===== config.mk =====
export PLATFORM = sky130hd
export DESIGN_NAME = retro_memory_port_arbiter
export DESIGN_NICKNAME = d
export VERILOG_FILES = /design/src/rtl/retro_memory_port_arbiter.sv
export SDC_FILE = /design/constraint.sdc
export NUM_CORES = 1
export LEC_CHECK = 0
export BUFFER_PORTS_ARGS = -buffer_cell sky130_fd_sc_hd__clkbuf_2
export CORE_MARGIN = 2
export CORE_UTILIZATION = 40
export CTS_BUF_LIST = sky130_fd_sc_hd__clkbuf_8
export CTS_CLUSTER_SIZE = 24
export DETAILED_ROUTE_END_ITERATION = 6
export PLACE_DENSITY = 0.76
export SYNTH_ARGS = -nofsm -noshare
export SYNTH_HDL_FRONTEND = slang
export SYNTH_SLANG_ARGS = --single-unit

===== constraint.sdc =====
create_clock -name Clk -period 2.4 [get_ports Clk]
set_input_delay 0.6 -clock Clk [delete_from_list [all_inputs] [get_ports Clk]]
set_output_delay 0.6 -clock Clk [all_outputs]
set_load 0.05 [all_outputs]

===== src/rtl/retro_memory_port_arbiter.sv =====
// N-channel memory port arbiter: registered command slot plus read-tag FIFO.
// Define RETRO_MEMPORT_FIXED_PRIORITY_EN for strict lowest-index priority.
module retro_memory_port_arbiter #(
  parameter int Channels         = 2,
  parameter int AddressBusWidth  = 16,
  parameter int DataBusWidth     = 1,
  parameter int OutstandingDepth = 4
) (
  input  logic                                 Clk,
  input  logic                                 Reset,
  input  logic [Channels*AddressBusWidth-1:0]  IAddress,
  input  logic [Channels*8*DataBusWidth-1:0]   IDout,
  input  logic [Channels*DataBusWidth-1:0]     IAccess,
  input  logic [Channels-1:0]                  IWrite,
  output logic [Channels-1:0]                  IReady,
  output logic [Channels-1:0]                  IDataReady,
  output logic [8*DataBusWidth-1:0]            IDin,
  output logic [AddressBusWidth-1:0]           TAddress,
  output logic [8*DataBusWidth-1:0]            TDout,
  output logic [DataBusWidth-1:0]              TAccess,
  output logic                                 TWrite,
  input  logic                                 TReady,
  input  logic                                 TDataReady,
  input  logic [8*DataBusWidth-1:0]            TDin
);

  localparam int AW = AddressBusWidth;
  localparam int BW = DataBusWidth;
  localparam int DW = 8 * DataBusWidth;
  localparam int CW = $clog2(Channels);
  localparam int PW = $clog2(OutstandingDepth);
  localparam logic [PW:0] FULL = (PW+1)'(OutstandingDepth);

  logic [Channels-1:0] req;
  logic [Channels-1:0] elig;
  logic                slot_free;
  logic                gvalid;
  logic                grant;
  logic [CW-1:0]       gidx;
  logic                push;
  logic                pop;
  logic [PW:0]         reserved;
  logic [PW-1:0]       wptr;
  logic [PW-1:0]       rptr;
  logic [CW-1:0]       tags [OutstandingDepth];

  always_comb begin
    for (int c = 0; c < Channels; c++) begin
      req[c]  = |IAccess[c*BW +: BW];
      elig[c] = req[c] && (IWrite[c] || (reserved < FULL));
    end
  end

  assign slot_free = ~|TAccess || TReady;

`ifdef RETRO_MEMPORT_FIXED_PRIORITY_EN
  always_comb begin
    gvalid = 1'b0;
    gidx   = '0;
    for (int c = Channels - 1; c >= 0; c--) begin
      if (elig[c]) begin
        gvalid = 1'b1;
        gidx   = CW'(c);
      end
    end
  end
`else
  logic [CW-1:0] last;

  // Search begins one past the most recent grant.
  always_comb begin
    gvalid = 1'b0;
    gidx   = '0;
    for (int i = 1; i <= Channels; i++) begin
      if (!gvalid && elig[(int'(last) + i) % Channels]) begin
        gvalid = 1'b1;
        gidx   = CW'((int'(last) + i) % Channels);
      end
    end
  end

  always_ff @(posedge Clk or posedge Reset) begin
    if (Reset) last <= CW'(Channels - 1);
    else if (grant) last <= gidx;
  end
`endif

  assign grant = gvalid && slot_free;
  assign push  = grant && !IWrite[gidx];
  assign pop   = TDataReady && (reserved != '0);

  always_comb begin
    IReady = '0;
    if (grant && !Reset) IReady[gidx] = 1'b1;
  end

  always_ff @(posedge Clk or posedge Reset) begin
    if (Reset) begin
      TAddress <= '0;
      TDout    <= '0;
      TAccess  <= '0;
      TWrite   <= 1'b0;
    end else if (grant) begin
      TAddress <= IAddress[gidx*AW +: AW];
      TDout    <= IDout[gidx*DW +: DW];
      TAccess  <= IAccess[gidx*BW +: BW];
      TWrite   <= IWrite[gidx];
    end else if (TReady) begin
      TAccess  <= '0;
      TWrite   <= 1'b0;
    end
  end

  always_ff @(posedge Clk) begin
    if (push) tags[wptr] <= gidx;
  end

  always_ff @(posedge Clk or posedge Reset) begin
    if (Reset) begin
      wptr     <= '0;
      rptr     <= '0;
      reserved <= '0;
    end else begin
      if (push) wptr <= wptr + 1'b1;
      if (pop)  rptr <= rptr + 1'b1;
      unique case (1'b1)
        push && !pop: reserved <= reserved + 1'b1;
        pop && !push: reserved <= reserved - 1'b1;
        default: ;
      endcase
    end
  end

  always_ff @(posedge Clk or posedge Reset) begin
    if (Reset) begin
      IDataReady <= '0;
      IDin       <= '0;
    end else begin
      IDataReady <= '0;
      if (pop) begin
        IDataReady[tags[rptr]] <= 1'b1;
        IDin                   <= TDin;
      end
    end
  end

endmodule


==> reports/results.txt <==
worst r2r path cells: 10
Psw: 0.001950 W
Worst-Margin Slew: 539.8 ps
Critical Path End Type: output pin
share of layout cells above drive strength 1: 40.25%
Critical Path Start Type: flop
Initial DRC Count: 52
GRT overflow: 0
first-pass GRT wire length: 7645 microns
Worst EP arrival: 1640 ps
Net Sw Frac: 48.87%
worst hold path class: input pin to asynchronous set/reset pin
power share of the sequential group: 34.1%
Slew Limit Fails: 0
internal power: 0.002041 W
largest family of logic cells by synthesized area: simple AND/OR/NAND/NOR gates
die width: 79.08 microns
clock power share: 14.3%
Synth Area in Adders: 3.663%
Period minus WS final: 2241 ps
required time worst endpoint: 1800 ps
Slew Limit Headroom: 64.01%
clk_lat worst skew: 300 ps
synth warn: 0
Seq cells post-synth: 48
Leak: 1.589 nW
post-synthesis sequential area ratio: 54.22%
CTS tree: built
Top delay family on crit path: flip-flops
maximum clock path buffer count: 2
Comb pwr share: 51.6%
commonest cells after routing, fill and taps aside: 100 x clkbuf_2, 43 x dfrtp_1, 27 x nand2_1, 26 x nor2_1, 25 x mux2i_1
Reg2Reg Setup Slack: 260 ps
Power Total: 0.003991 W
vias in the first global route: 1776
CTS sink count: 48
total wire length: 4563 microns
nets@finish: 387
commonest non-fill, non-tap cell in the layout: clkbuf_2
Post-CTS Setup Inserts: 0
initial antenna violation count: 0
critical path type: flop to output pin
H-Tree Depth: 2
initial core utilization: 41.20%
GPL Wtd Cong: 0.6658
Synth Area in XOR/XNOR: 2.331%
part of the cycle the worst path needs: 93.39%
post-route ant nets: 0
critical path depth: 5
mean number of vias per cell: 4.582
clock root cell: clkbuf_8
cells after synthesis: 209
Max Fclk: 446.1 MHz
Total GRT Usage: 15.24%
CP max stage delay: 560 ps
Worst Clk Skew: 6.947 ps
via count: 1787
pwr/cell area: 1336 nW/um^2
largest net degree at the start of global routing: 51
Setup WS pre-CTS: 49.00 ps
Post-Synth Simple-Gate Area: 12.65%
status: complete, no violations
post-synthesis mux area share: 12.60%
core area: 5473 sq um
Synth cell types: 36
Setup-failing EPs final: 0
Area Growth Syn to Fin: 32.46%
Pre-Repair DR Iteration Count: 3
# rows: 27
final setup TNS: 0 ps
Synth Area in Compound Gates: 8.824%
drt drc: 0
total CTS buffers: 5
Crit Reg-Reg Endpoint: reserved[2]
Bufs and invs on worst path: 2
syn_nets: 279
PortBufs: 101
worst vdd ir: 545.3 uV
unrepaired setup endpoints after global routing: false
hold_buf cts: 0
Cell Area, Synth: 2255 sq um
WL/cell: 11.70 microns
PnR worst setup slack: 158.6 ps
dpl cell area: 2873 sq um
final hold vios: 0
DP HPWL: 3619 microns
worst-path fanout max: 4
final instance area: 2987 sq um
area of the die: 6253 sq um
Crit path top cell by count: buf_4
Reg2Reg Launch Point: last
Max Cap Viol: 0
antenna cell count: 0
CP Cell Sequence: nand2_1 -> buf_4 -> o221ai_4 -> and3_1 -> buf_4
Die Ht: 79.08 microns
slowest CP cell: dfstp_2
Avg Inst Size Synth: 10.79 sq um
io pins: 102
Reg clk slew, reported paths: 90 ps
worst max-delay path by stage:
stage	startpoint	endpoint	slack, ps
3_5_place_dp	IAccess[1]	reserved[2]	50
4_1_cts	last	IReady[0]	50
2_1_floorplan	IWrite[0]	IReady[1]	20
6_report	last	IReady[0]	160
5_1_grt	last	IReady[0]	40
3_3_place_gp	IAccess[1]	reserved[2]	120
state kept, by name, summed over array words and instances (netlist names):
signal / cells
TAddress: 16
IDin: 8
TDout: 8
tags: 4
reserved: 3
IDataReady: 2
rptr: 2
wptr: 2
TAccess: 1
TWrite: 1
last: 1
final cells by class:
cell class | count | area, sq um
tap | 72 | 90.09
clock inverter | 3 | 42.54
multi-input combinational | 138 | 927.1
fill | 517 | 2486
inverter | 13 | 52.55
sequential | 48 | 1222
clock buffer | 5 | 68.82
timing repair buffer | 111 | 583.1
per-stage QoR:
stage,instances,util [%],hold WS (ps)
finish,390,54.57,463.2
global route,390,54.57,499.0
CTS,390,54.53,488.8
detailed placement,382,52.49,469.0
global placement,382,52.49,458.4
floorplan,209,-,452.8
what timing repair did:
action | 4_1_cts | 5_1_grt
gates resized for setup | 0 | 3
hold endpoints to repair | 0 | 0
setup endpoints to repair | 0 | 1
synth_stat cells:
| library cell | count | share of area, % |
|---|---|---|
| a21oi_1 | 24 | 5.3 |
| a21oi_2 | 1 | 0.39 |
| a22oi_1 | 1 | 0.33 |
| a32oi_1 | 1 | 0.39 |
| and2_1 | 5 | 1.4 |
| and2b_1 | 1 | 0.33 |
| and3_1 | 1 | 0.28 |
| buf_12 | 2 | 1.8 |
| buf_2 | 2 | 0.44 |
| buf_6 | 1 | 0.50 |
| clkbuf_1 | 5 | 0.83 |
| dfrtp_1 | 43 | 48 |
| dfstp_2 | 1 | 1.2 |
| edfxtp_1 | 4 | 5.3 |
| fa_1 | 1 | 0.89 |
| ha_1 | 5 | 2.8 |
| inv_1 | 12 | 2.0 |
| inv_2 | 1 | 0.17 |
| mux2_1 | 1 | 0.50 |
| mux2i_1 | 25 | 11 |
| mux4_2 | 1 | 1.0 |
| nand2_1 | 27 | 4.5 |
| nand2b_1 | 1 | 0.28 |
| nand3b_1 | 1 | 0.33 |
| nor2_1 | 26 | 4.3 |
| nor2b_1 | 2 | 0.55 |
| nor3_1 | 1 | 0.22 |
| nor3_2 | 1 | 0.44 |
| o21ai_1 | 1 | 0.22 |
| o21bai_2 | 1 | 0.50 |
| o221ai_2 | 1 | 0.67 |
| o22ai_1 | 1 | 0.28 |
| o311ai_0 | 1 | 0.39 |
| o31ai_1 | 1 | 0.33 |
| xnor2_1 | 5 | 1.9 |
| xor2_1 | 1 | 0.39 |
metal layers:
layer | part of all wire [%] | track usage (%) | vias to the layer above
met4 | 0.83 | 4.138 | 0
li1 | - | - | 907
met2 | 48 | 26.19 | 71
met3 | 6.7 | 3.295 | 4
met1 | 44 | 19.49 | 805
met5 | 0 | 0 | -
worst min-delay path: cells and delay by family:
kind / cells / cell delay [ps]
buffers and inverters: 3 / 620
power groups by stage:
stage	clock (W)	sequential (W)	combinational (W)
after floorplan	0	0.00224	0.000723
after global placement	0	0.00136	0.00204
after detailed placement	0	0.00138	0.00208
after CTS	0.000593	0.00137	0.00208
after global routing	0.000625	0.00141	0.00223
final	0.000572	0.00136	0.00206
kinds of logic (layout without fill, tap and decap cells):
| family | count (synthesis) | after routing |
|---|---|---|
| AOI/OAI and AO/OA | 33 | 33 |
| xor gates and xnor gates | 6 | 6 |
| adders and majority gates | 6 | 6 |
| buffers and inverters | 23 | 132 |
| DFF | 48 | 48 |
| muxes | 27 | 27 |
| and+or+nand+nor | 66 | 66 |
(Power assumes the default switching activity.)
